===== src/rtl/music_sequencer.sv =====
// music_sequencer: beat sequencer for a song ROM with live-key override.
//
// Steps a song ROM through beats 0..255 at a selectable tempo, supports
// play / pause / stop requests (priority stop > play > pause_req), and
// arbitrates the audio tone between a held piano key, the song ROM and
// silence. All outputs are registered.
//
// Build option:
//   SEQ_LOOP_EN  defined   -> after beat 255 wrap to beat 0 and keep playing
//                undefined -> after beat 255 enter DONE and go quiet
//
// Parameters:
//   BEAT_DIV  clk cycles per quarter-beat at tempo 0 (minimum 8)
//   SILENCE   tone code driven when nothing is playing
//
// Ports:
//   clk        system clock, rising edge
//   rst        synchronous active-high reset
//   play       start / resume request (pulse)
//   pause_req  pause request (pulse)
//   stop       stop request (pulse)
//   tempo      speed select, beat length = BEAT_DIV >> tempo
//   key_valid  a piano key is held
//   key_tone   tone of the held key
//   song_tone  tone returned by the song ROM for ibeatNum
//   ibeatNum   beat index to the song ROM
//   en_b       song ROM enable (PLAY or PAUSE)
//   pause      song ROM pause (PAUSE only)
//   tone       arbitrated tone, one-cycle latency
//   busy       high in PLAY or PAUSE
//   done       one-cycle pulse when beat 255 completes

module music_sequencer #(
  parameter int unsigned BEAT_DIV = 12500000,
  parameter logic [31:0] SILENCE  = 32'd20000
) (
  input  logic        clk,
  input  logic        rst,
  input  logic        play,
  input  logic        pause_req,
  input  logic        stop,
  input  logic [1:0]  tempo,
  input  logic        key_valid,
  input  logic [31:0] key_tone,
  input  logic [31:0] song_tone,
  output logic [7:0]  ibeatNum,
  output logic        en_b,
  output logic        pause,
  output logic [31:0] tone,
  output logic        busy,
  output logic        done
);

  localparam int unsigned TICK_W = $clog2(BEAT_DIV + 1);
  localparam int unsigned BEAT_W = 8;
  localparam int unsigned TONE_W = 32;
  localparam logic [BEAT_W-1:0] LAST_BEAT = BEAT_W'(255);

  typedef enum logic [1:0] {
    S_IDLE  = 2'd0,
    S_PLAY  = 2'd1,
    S_PAUSE = 2'd2,
    S_DONE  = 2'd3
  } state_t;

  // Registered state and datapath
  state_t              r_state;
  logic [TICK_W-1:0]   r_tick;
  logic [TICK_W-1:0]   r_div;
  logic [BEAT_W-1:0]   r_beat;
  logic [TONE_W-1:0]   r_tone;
  logic                r_en_b;
  logic                r_pause;
  logic                r_busy;
  logic                r_done;

  // Next-state values
  state_t              w_state_nxt;
  logic [TICK_W-1:0]   w_tick_nxt;
  logic [TICK_W-1:0]   w_div_nxt;
  logic [BEAT_W-1:0]   w_beat_nxt;
  logic [TONE_W-1:0]   w_tone_nxt;
  logic                w_en_b_nxt;
  logic                w_pause_nxt;
  logic                w_busy_nxt;
  logic                w_done_nxt;

  // Beat length: tempo is only taken at the start of a beat (tick 0),
  // otherwise the length latched at that start is kept.
  logic [TICK_W-1:0]   w_div_in;
  logic [TICK_W-1:0]   w_div_cur;
  logic                w_term;

  assign w_div_in  = TICK_W'(BEAT_DIV >> tempo);
  assign w_div_cur = (r_tick == '0) ? w_div_in : r_div;
  assign w_term    = (r_tick == (w_div_cur - TICK_W'(1)));

  // State and output registers
  always_ff @(posedge clk) begin
    if (rst) begin
      r_state <= S_IDLE;
      r_tick  <= '0;
      r_div   <= TICK_W'(BEAT_DIV);
      r_beat  <= '0;
      r_tone  <= SILENCE;
      r_en_b  <= 1'b0;
      r_pause <= 1'b0;
      r_busy  <= 1'b0;
      r_done  <= 1'b0;
    end else begin
      r_state <= w_state_nxt;
      r_tick  <= w_tick_nxt;
      r_div   <= w_div_nxt;
      r_beat  <= w_beat_nxt;
      r_tone  <= w_tone_nxt;
      r_en_b  <= w_en_b_nxt;
      r_pause <= w_pause_nxt;
      r_busy  <= w_busy_nxt;
      r_done  <= w_done_nxt;
    end
  end

  // Next-state, beat counting and output decode
  always_comb begin
    w_state_nxt = r_state;
    w_tick_nxt  = r_tick;
    w_div_nxt   = r_div;
    w_beat_nxt  = r_beat;
    w_done_nxt  = 1'b0;
    w_tone_nxt  = SILENCE;
    w_en_b_nxt  = 1'b0;
    w_pause_nxt = 1'b0;
    w_busy_nxt  = 1'b0;

    case (r_state)
      S_IDLE: begin
        if (play) w_state_nxt = S_PLAY;
      end

      S_PLAY: begin
        // play in the same cycle outranks pause_req and keeps playing
        if (pause_req && !play) begin
          w_state_nxt = S_PAUSE;
        end else begin
          w_div_nxt = w_div_cur;
          if (w_term) begin
            w_tick_nxt = '0;
            w_beat_nxt = r_beat + BEAT_W'(1);
            if (r_beat == LAST_BEAT) begin
              w_done_nxt = 1'b1;
`ifndef SEQ_LOOP_EN
              w_state_nxt = S_DONE;
`endif
            end
          end else begin
            w_tick_nxt = r_tick + TICK_W'(1);
          end
        end
      end

      S_PAUSE: begin
        // tick and beat are held so resuming continues mid-beat
        if (play) w_state_nxt = S_PLAY;
      end

      S_DONE: begin
        // beat index is already 0 here, so play restarts the song
        if (play) w_state_nxt = S_PLAY;
      end

      default: begin
        w_state_nxt = S_IDLE;
      end
    endcase

    // stop outranks everything and rewinds in the same edge
    if (stop) begin
      w_state_nxt = S_IDLE;
      w_tick_nxt  = '0;
      w_beat_nxt  = '0;
      w_done_nxt  = 1'b0;
    end

    // Outputs follow the state being entered so they line up with it
    w_en_b_nxt  = (w_state_nxt == S_PLAY) || (w_state_nxt == S_PAUSE);
    w_busy_nxt  = w_en_b_nxt;
    w_pause_nxt = (w_state_nxt == S_PAUSE);

    if (key_valid) begin
      w_tone_nxt = key_tone;
    end else if (w_state_nxt == S_PLAY) begin
      w_tone_nxt = song_tone;
    end else begin
      w_tone_nxt = SILENCE;
    end
  end

  assign ibeatNum = r_beat;
  assign en_b     = r_en_b;
  assign pause    = r_pause;
  assign tone     = r_tone;
  assign busy     = r_busy;
  assign done     = r_done;

endmodule


===== config.mk =====
export PLATFORM = sky130hd
export DESIGN_NAME = music_sequencer
export DESIGN_NICKNAME = d
export VERILOG_FILES = /design/src/rtl/music_sequencer.sv
export SDC_FILE = /design/constraint.sdc
export NUM_CORES = 1
export LEC_CHECK = 0
export ABC_AREA = 1
export CORE_UTILIZATION = 30
export DETAILED_ROUTE_END_ITERATION = 10
export GPL_ROUTABILITY_DRIVEN = 0
export PLACE_DENSITY = 0.54
export SYNTH_ARGS = -nofsm -noshare
export SYNTH_HDL_FRONTEND = slang
export SYNTH_SLANG_ARGS = --single-unit

===== constraint.sdc =====
create_clock -name clk -period 4.6 [get_ports clk]
set_clock_uncertainty 0.1 [all_clocks]
set_input_delay 1.15 -clock clk [delete_from_list [all_inputs] [get_ports clk]]
set_output_delay 1.15 -clock clk [all_outputs]
set_load 0.02 [all_outputs]

After elaboration in Yosys (flattened, before gate mapping)
Index checks and enable logic that the tools add are counted.
Cells by class
  multiplexer cells: 11
  reduce and logical (&&, ||, !) cells: 10
  equal/unequal tests: 7
  add/sub/neg operators: 3
  shift-type cells: 1
  bitwise logic cells: 3
Operators with widths (count)
  $mux W32: 2
  $mux W24: 2
  $add A24 B1 Y24 const B: 1
  $eq A24 B24 Y1: 1
  $logic_not A24 Y1: 1
  $shr A24 B2 Y24 const A: 1
  $sub A24 B1 Y24 const B: 1
  $mux W2: 5
  $add A8 B1 Y8 const B: 1
  $eq A8 B8 Y1 const B: 1
  $eq A2 B2 Y1 const B: 3
  $reduce_or A5 Y1: 1
  $eq A2 B1 Y1 const B: 2
  $pmux W2 S2: 1
  $not A1 Y1: 3
  $reduce_and A3 Y1: 1
  $reduce_or A3 Y1: 1
  $logic_not A2 Y1: 1
  $reduce_and A2 Y1: 1
  $reduce_or A2 Y1: 1
  $logic_and A1 B1 Y1: 1
  $logic_not A1 Y1: 1
  $logic_or A1 B1 Y1: 1
  $mux W1: 1
Word-level totals
  logic and storage cells: 43
  bits in registers: 93

Logic depth before layout (Yosys ltp)
Gate-level depths: netlist (run 1).
  depth after elaboration: 11
  depth in mapped cells: 28
  mapped depth without buffers: 26

Worst setup path before layout (run 1)
No wires, ideal clock.
  path type: input port to flip-flop
  start: input port tempo[0]
  end: register r_tone[12], in the netlist tone[12]
  setup slack: 0.735 ns
  data required time: 4.368 ns
  arrival time: 3.632 ns
  library setup time: 0.132 ns
  cell stages on the path: 22
  path through: nand2_1 > inv_1 > nand4_1 > nand2_2 > nor2_1 > nand2_1 > nor2_4 > nand2_1 > nor2_1 > nand3b_1 > nand2_1 > nand3_1 > nor2_2 > nand2_1 > o21ai_1 > nand2_1 > ha_1 > nand2_1 > clkinv_1 > clkbuf_1 > nand2_1 > a21oi_1
Between the ends
  longest elaborated chain between the ends: 11
Ends and longest elaborated chain
  start: declaration: line 42  | input logic [1:0] tempo,
  $shr A24 B2 Y24: line 94  | assign w_div_in = TICK_W'(BEAT_DIV >> tempo);
  $mux W24: line 95  | assign w_div_cur = (r_tick == '0) ? w_div_in : r_div;
  $sub A24 B1 Y24: line 96  | assign w_term = (r_tick == (w_div_cur - TICK_W'(1)));
  $eq A24 B24 Y1: line 96
  $mux W2: line 146  | if (w_term) begin
  $mux W2: line 142  | if (pause_req && !play) begin
  $pmux W2 S2: line 135  | case (r_state)
  $mux W2: line 177  | if (stop) begin
  $eq A2 B1 Y1: line 191  | end else if (w_state_nxt == S_PLAY) begin
  $mux W32: line 191
  $mux W32: line 189  | if (key_valid) begin
  end signal: assignment: line 115  | r_tone <= w_tone_nxt;
  end: declaration: line 71  | logic [TONE_W-1:0] r_tone;
No other way between the ends.
A chain may end at the register's enable or synchronous reset.

Worst setup path after layout (run 1)
  start: input port tempo[0]
  end: register r_tone[8], in the netlist tone[8]
Same word-level chain as after synthesis.

==> results of run 1 <==
## cells in the mapped netlist, types with 11 or more instances
cell type | instances | area (um^2)
inv_1 | 87 | 327
dfxtp_1 | 93 | 1860
a21oi_1 | 44 | 220
nand4_1 | 26 | 163
clkbuf_1 | 11 | 41.3
xor2_1 | 23 | 201
nand2_2 | 12 | 75.1
nor2_2 | 12 | 75.1
nand2_1 | 271 | 1020
o21ai_0 | 18 | 90.1
nand3_1 | 71 | 355
nor2_1 | 102 | 383
## cells by family after synthesis
kind of cell,Yosys count
flops,93
simple gates,534
fa+ha+maj,6
buf+inv,121
compound gates,74
xor+xnor,29
## state kept, by name, indices dropped and copies added, names as in the netlist
signal / cells
tone: 32
r_div: 24
r_tick: 24
ibeatNum: 8
r_state: 2
busy: 1
done: 1
pause: 1
## final timing paths
check | startpoint | end | slack [ns] | cells after the start
setup / recovery | tempo[0] | tone[8]$_SDFF_PP0_ | 0.31 | 22
hold / removal | r_div[1]$_SDFFE_PP0P_ | r_div[1]$_SDFFE_PP0P_ | 0.34 | 2
setup reg to reg | r_tick[0]$_SDFFE_PP0P_ | tone[8]$_SDFF_PP0_ | 0.47 | 26
hold reg to reg | r_div[1]$_SDFFE_PP0P_ | r_div[1]$_SDFFE_PP0P_ | 0.34 | 2
## routing by layer
metal  vias to the layer above  global-route usage  routed length, um
met2                       174               0.317               7960
li1                       3000                   -                  -
met4                         0              0.0904                500
met5                         -                   0                  0
met1                      2566               0.237               7550
met3                        30              0.0474               1160
## worst reg2reg max path: cells and delay by family (launching register included)
kind	cells	cell delay [ns]
compound gates	2	0.18
fa+ha+maj	2	0.43
buf+inv	4	0.69
flops	1	0.34
simple gates	18	2.27
## what timing repair did
action | 4_1_cts | 5_1_grt
gates resized for setup | 0 | 7
endpoints found under the setup margin | 0 | 32
buffers inserted | 0 | 2
## cell type report
class / count / area (um^2)
clock inverters: 6 / 100
clock buffers: 10 / 229
well taps: 225 / 282
fillers: 1885 / 10100
flip-flops and latches: 93 / 1860
repair buffers: 148 / 1410
inverters: 100 / 375
multi-input cells: 643 / 3130
## report_power, final
| group | leakage [nW] | switching, mW | total, mW | internal, mW |
|---|---|---|---|---|
| logic | 2.24 | 0.167 | 0.309 | 0.141 |
| registers | 0.757 | 0.00773 | 0.834 | 0.826 |
| clock network | 0.162 | 0.351 | 0.839 | 0.488 |
| total | 3.16 | 0.526 | 1.98 | 1.46 |
==> reports/qor.yml, run 1 <==
vias_per_cell: 4.71
layout_commonest_cell: "nand2_1"
postSynthAreaPerCell_um2: 6.38
synth-compound-area-share: 0.0698
routedWlPerCell_um: 14.0
hold_path.class: "flop to flop"
drive_gt1_frac: 0.104
ys_warn_count: 0
clk_latency_ns: 0.36
synth_cells: 857
synth-adder-area-share: 0.0137
cts.sinks: 93
syn_area_mm2: 0.00546
synth_seq_area_share: 0.341
crit_family: "simple AND/OR/NAND/NOR gates"
slew_headroom: 0.603
hold_buffers: 0
crit_required_ns: 4.73
cts_made_buffers: 9
hpwl_um: 13600
gr-total-overflow: 0
final_cell_mix: "nand2_1, clkdlybuf4s50_1, nor2_1"
synthFlopType: "dfxtp_1"
synth-simple-area-share: 0.439
cp-start-kind: "primary input"
clockRootBuffer: "clkbuf_16"
muxShareOfSynthArea: 0
whs_ns: 0.344
max_freq_mhz: 233
drv_slew: 0
drt-initial-drc-count: 361
synth-seq-cells: 93
crit_fanout: 27
place_area_mm2: 0.00702
final_util: 0.421
drv_cap: 0
grtUsageTotal: 0.193
die_area_mm2: 0.0188
worst_pin_slew_ns: 0.593
synth_edf_count: 0
crit_chain: "clkdlybuf4s50_1 -> inv_1 -> nor2_2 -> nand4_1 -> nand2_2 -> nand3_1 -> nor2_1 -> nand3_1 -> nand3_1 -> nand2_1 -> inv_1 -> nand3_1 -> nor2_2 -> nand2_1 -> o21ai_1 -> nand2_1 -> ha_1 -> nand2_1 -> clkinv_1 -> buf_12 -> nand2_1 -> a21oi_1"
dpl_worst_slack_ns: -0.119
synth_top_family_by_area: "simple AND/OR/NAND/NOR gates"
rows: 48
ir_drop_uv: 167
htreeDepth: 3
setup_violations: 0
crit_top_cell: "nand2_1"
p_per_area_mw_per_mm2: 268
syn_to_final_growth_pct: 35.2
start_util: 0.312
path_buf_inv: 5
critPathMaxStageDelay_ns: 0.52
clkTransAtPathRegs_ns: 0.07
ant_nets: 0
firstDrtPassIters: 5
cts_tree: "yes"
period_needed_ns: 4.29
end_kind: "flop"
arrival_ns: 4.42
dp_cells: 1207
cts_buffer_depth: 2
fin_setup_tns_ns: 0
setup_slack_ns: 0.313
cpMaxStageDelayCell: "clkdlybuf4s50_1"
final_cell_area_mm2: 0.00739
finalHoldViolations: 0
die_y_um: 137
synth_xor_area_frac: 0.0465
ioPinCount: 116
fp.dieW_um: 137
antenna_found_initial: 0
async_reset_ff_frac: 0
grt_pass1_vias: 5534
synth.net_count: 935
yosysUniqueCellTypes: 33
vias: 5770
status: "completed"
fin_nets: 1073
diodes: 0
grt_pass1_wl_um: 27800
portBuffers: 115
period_share: 0.932
finalNonFillerCells: 1225
grt_max_degree: 40
power_mw: 1.98
drc_errors: 0
wirelength_um: 17200
crit_type: "primary input to flop"
core_area_mm2: 0.0175
p_leak_nw: 3.16
No activity file was read; power rests on OpenSTA's default activity.
==> run 2: changes to the inputs <==
--- a/config.mk
+++ b/config.mk
@@ -5,11 +5,10 @@
 export SDC_FILE = /design/constraint.sdc
 export NUM_CORES = 1
 export LEC_CHECK = 0
-export ABC_AREA = 1
 export CORE_UTILIZATION = 30
 export DETAILED_ROUTE_END_ITERATION = 10
 export GPL_ROUTABILITY_DRIVEN = 0
-export PLACE_DENSITY = 0.54
+export PLACE_DENSITY = 0.55
 export SYNTH_ARGS = -nofsm -noshare
 export SYNTH_HDL_FRONTEND = slang
 export SYNTH_SLANG_ARGS = --single-unit
==> run 2 against run 1 <==
Combinational power shrank 16%. Sequential power grew 0.5%. Utilization grew 3.1 points. Via count shrank 19%. Total power grew 0.27%. Register-to-register slack lost 0.20 ns. Worst setup slack lost 0.043 ns. Final area shrank 2.8%. Cell count shrank 24%. Routed wire length shrank 14%. Count of clock-buffer cells in the layout shrank 1. Flip-flop and latch count is the same. Critical path type is now flop to flop.
==> reports/qor.yml, run 2 <==
ant_nets: 0  # unchanged
synth.net_count: 647  # was 935
grt_pass1_vias: 4663  # was 5534
clockRootBuffer: "clkbuf_16"  # unchanged
reg2reg_slack_ns: 0.27  # was 0.47 ns
path_buf_inv: 2  # was 5
yosysTopAreaCellShare: 0.380  # was 0.341
crit_fanout: 7  # was 27
cp-start-kind: "flop"  # was primary input
core_area_mm2: 0.0159  # was 0.0175 mm^2
synthFlopType: "dfxtp_1"  # unchanged
arrival_ns: 4.43  # was 4.42 ns
firstDrtPassIters: 4  # was 5
diodes: 0  # unchanged
crit_required_ns: 4.70  # was 4.73 ns
finalHoldViolations: 0  # unchanged
drt-initial-drc-count: 201  # was 361
grt_max_degree: 58  # was 40
grt_pass1_wl_um: 23100  # was 27800 um
syn_area_mm2: 0.00489  # was 0.00546 mm^2
p_int_mw: 1.50  # was 1.46 mW
synth_seq_area_share: 0.380  # was 0.341
cts_tree: "yes"  # unchanged
portBuffers: 115  # unchanged
gr-total-overflow: 0  # unchanged
crit_family: "simple AND/OR/NAND/NOR gates"  # unchanged
vias_per_cell: 5.02  # was 4.71
antenna_found_initial: 0  # unchanged
rsz0062_at_grt: "no"
yosysUniqueCellTypes: 66  # was 33
vias: 4666  # was 5770
fp.dieW_um: 130  # was 137 um
drv_slew: 0  # unchanged
crit_top_cell: "nand2_4"  # was nand2_1
ir_drop_uv: 168  # was 167 uV
syn_to_final_growth_pct: 46.8  # was 35.2%
crit_path_start: "r_tick[19]$_SDFFE_PP0P_"  # was tempo[0]
die_area_mm2: 0.0168  # was 0.0188 mm^2
postSynthAreaPerCell_um2: 8.60  # was 6.38 um^2
period_needed_ns: 4.33  # was 4.29 ns
fin_nets: 787  # was 1073
yosys-top-cells-area: "dfxtp_1, xor2_1, nor2_1, nor2_4, a22oi_1"  # was dfxtp_1, nand2_1, nor2_1, nand3_1, inv_1
htreeDepth: 3  # unchanged
synth_edf_count: 0  # unchanged
hold_path.class: "flop to flop"  # unchanged
crit_chain: "nor4_4 -> buf_4 -> and4_4 -> nand2_4 -> nand2_4 -> ha_4 -> or4b_4 -> or3_4 -> xor2_1 -> mux2i_1 -> o22a_1 -> a2111oi_4 -> and2_4 -> nand3_2 -> and2_1 -> ha_2 -> nor2b_4 -> buf_12 -> a22oi_2 -> nor2_1"  # was clkdlybuf4s50_1 -> inv_1 -> nor2_2 -> nand4_1 -> nand2_2 -> nand3_1 -> nor2_1 -> nand3_1 -> nand3_1 -> nand2_1 -> inv_1 -> nand3_1 -> nor2_2 -> nand2_1 -> o21ai_1 -> nand2_1 -> ha_1 -> nand2_1 -> clkinv_1 -> buf_12 -> nand2_1 -> a21oi_1
p_comb_frac: 0.131  # was 0.156
drive_gt1_frac: 0.206  # was 0.104
worst_pin_slew_ns: 0.979  # was 0.593 ns
async_reset_ff_frac: 0  # unchanged
timing.critical_path.to: "tone[3]$_SDFF_PP0_"  # was tone[8]$_SDFF_PP0_
final_cell_mix: "clkdlybuf4s50_1, dfxtp_1, nor2_1"  # was nand2_1, clkdlybuf4s50_1, nor2_1
clkTransAtPathRegs_ns: 0.07  # about the same
power.switching_uw: 485  # was 526 uW
clk_latency_ns: 0.35  # was 0.36 ns
timing.rr.end: "tone[3]$_SDFF_PP0_"  # was tone[8]$_SDFF_PP0_
crit_type: "flop to flop"  # was primary input to flop
status: "completed"  # unchanged
critPathMaxStageDelay_ns: 0.46  # was 0.52 ns
die_y_um: 130  # was 137 um
grtUsageTotal: 0.178  # was 0.193
synth-seq-cells: 93  # unchanged
cts_made_buffers: 9  # unchanged
drv_cap: 0  # unchanged
largest_register_ffs: 32  # unchanged
p_leak_nw: 2.59  # was 3.16 nW
synth_top_cell_by_area: "dfxtp_1"  # unchanged
seqPwrFrac: 0.422  # was 0.421
cts.sinks: 93  # unchanged
yosysMostFrequentCell: "dfxtp_1"  # was nand2_1
clock_power_share: 0.447  # was 0.424
period_share: 0.941  # was 0.932
whs_ns: 0.366  # was 0.344 ns
slew_headroom: 0.347  # was 0.603
synth_cells: 569  # was 857
ioPinCount: 116  # unchanged
synth_commonest_cells: "dfxtp_1, nor2_1, nand2_1"  # was nand2_1, nor2_1, dfxtp_1
cts_buffer_depth: 2  # unchanged
end_kind: "flop"  # unchanged
routedWlPerCell_um: 15.9  # was 14.0 um
reg2reg_depth: 20  # was 26
switching_share: 0.244  # was 0.266
crit_cells: 20  # was 22
crit-reg2reg-launch: "r_tick[19]$_SDFFE_PP0P_"  # was r_tick[0]$_SDFFE_PP0P_
p_per_area_mw_per_mm2: 277  # was 268 mW/mm^2
hold_buffers: 0  # unchanged
max_freq_mhz: 231  # was 233 MHz
fin_setup_tns_ns: 0  # unchanged
hpwl_um: 11100  # was 13600 um
start_util: 0.308  # was 0.312
ys_warn_count: 0  # unchanged
layout_commonest_cell: "clkdlybuf4s50_1"  # was nand2_1
fill_cells: 1543  # was 1885
rows: 46  # was 48
drc_errors: 0  # unchanged
cpMaxStageDelayCell: "or4b_4"  # was clkdlybuf4s50_1
wirelength_um: 14800  # was 17200 um
setup_violations: 0  # unchanged
-- run 2: changes by cell type in the layout (fill, tap and decap cells not counted), sizes merged, moves of 12 or more --
cell,change
xnor2,+13
inv,-87
a22oi,+27
nor2,-34
nand3,-48
a21oi,-24
buf,+17
nand2,-250
nand4,-12
nand2b,+13
or3,+18
-- run 2: area by class of cell --
cell class / instances / area, um^2 / area share
Inverter: 11 / 41.3 / 0.00575
Clock buffer: 9 / 225 / 0.0313
Sequential cell: 93 / 1870 / 0.260
Multi-Input combinational cell: 428 / 3050 / 0.424
Tap cell: 216 / 270 / 0.0376
Clock inverter: 7 / 128 / 0.0178
Timing Repair Buffer: 166 / 1610 / 0.223
-- run 2: metal layers --
| metal | global-route usage | vias up | part of all wire |
|---|---|---|---|
| met5 | 0 | - | 0 |
| met1 | 0.215 | 2177 | 0.44 |
| met3 | 0.0537 | 20 | 0.068 |
| li1 | - | 2310 | - |
| met4 | 0.0759 | 0 | 0.019 |
| met2 | 0.295 | 159 | 0.48 |
-- run 2: cell families (layout without fill, tap and decap cells) --
kind of cell,count (synthesis),count (layout),share of synthesized area
simple gates,259,259,0.299
compound gates,106,106,0.153
flops,93,93,0.380
xor+xnor,51,51,0.0913
buf+inv,48,193,0.0491
fa+ha+maj,6,6,0.0153
mux,6,6,0.0128
-- run 2: worst min-delay path by stage --
stage / end / cells past startpoint / from / slack [ns]
global route: r_div[23]$_SDFFE_PP1P_ / 2 / r_div[23]$_SDFFE_PP1P_ / 0.41
CTS: r_div[23]$_SDFFE_PP1P_ / 2 / r_div[23]$_SDFFE_PP1P_ / 0.37
floorplan: r_div[23]$_SDFFE_PP1P_ / 2 / r_div[23]$_SDFFE_PP1P_ / 0.33
finish: r_div[23]$_SDFFE_PP1P_ / 2 / r_div[23]$_SDFFE_PP1P_ / 0.37
global placement: r_div[23]$_SDFFE_PP1P_ / 2 / r_div[23]$_SDFFE_PP1P_ / 0.35
detailed placement: r_div[23]$_SDFFE_PP1P_ / 2 / r_div[23]$_SDFFE_PP1P_ / 0.36
-- run 2: metrics by stage --
step / setup WS [ns] / total power, mW / std cells / instance area (um^2) / util
2_1_floorplan: -0.0825 / 0.981 / 569 / 5140 / -
3_3_place_gp: 0.0225 / 1.10 / 911 / 6690 / 0.421
3_5_place_dp: -0.0757 / 1.11 / 911 / 6690 / 0.421
4_1_cts: 0.00310 / 2.00 / 927 / 7070 / 0.445
5_1_grt: 0.0411 / 2.06 / 930 / 7180 / 0.452
6_report: 0.270 / 1.99 / 930 / 7180 / 0.452
-- run 2: worst register-to-register path, cell delays in order (launching register included) --
cell,delay [ns]
dfxtp_1,0.33
nor4_4,0.29
buf_4,0.16
and4_4,0.24
nand2_4,0.07
nand2_4,0.07
ha_4,0.13
or4b_4,0.46
or3_4,0.38
xor2_1,0.16
mux2i_1,0.08
o22a_1,0.23
a2111oi_4,0.27
and2_4,0.21
nand3_2,0.08
and2_1,0.17
ha_2,0.19
nor2b_4,0.16
buf_12,0.17
a22oi_2,0.14
nor2_1,0.06
-- run 2: power groups by stage --
stage                     Sequential, mW  Combinational (mW)  Clock (mW)
after floorplan                    0.872               0.109           0
after global placement             0.856               0.249           0
after detailed placement           0.856               0.251           0
after CTS                          0.838               0.252       0.906
after global routing               0.840               0.280       0.940
final                              0.838               0.261       0.888
-- run 2: what timing repair did --
| action | in CTS | in global routing |
|---|---|---|
| gates cloned | 0 | 3 |
| gates resized for setup | 4 | 13 |
| endpoints found under the hold margin | 0 | 0 |
| endpoints found under the setup margin | 26 | 30 |
| buffers inserted | 0 | 0 |
| pin swaps | 0 | 6 |
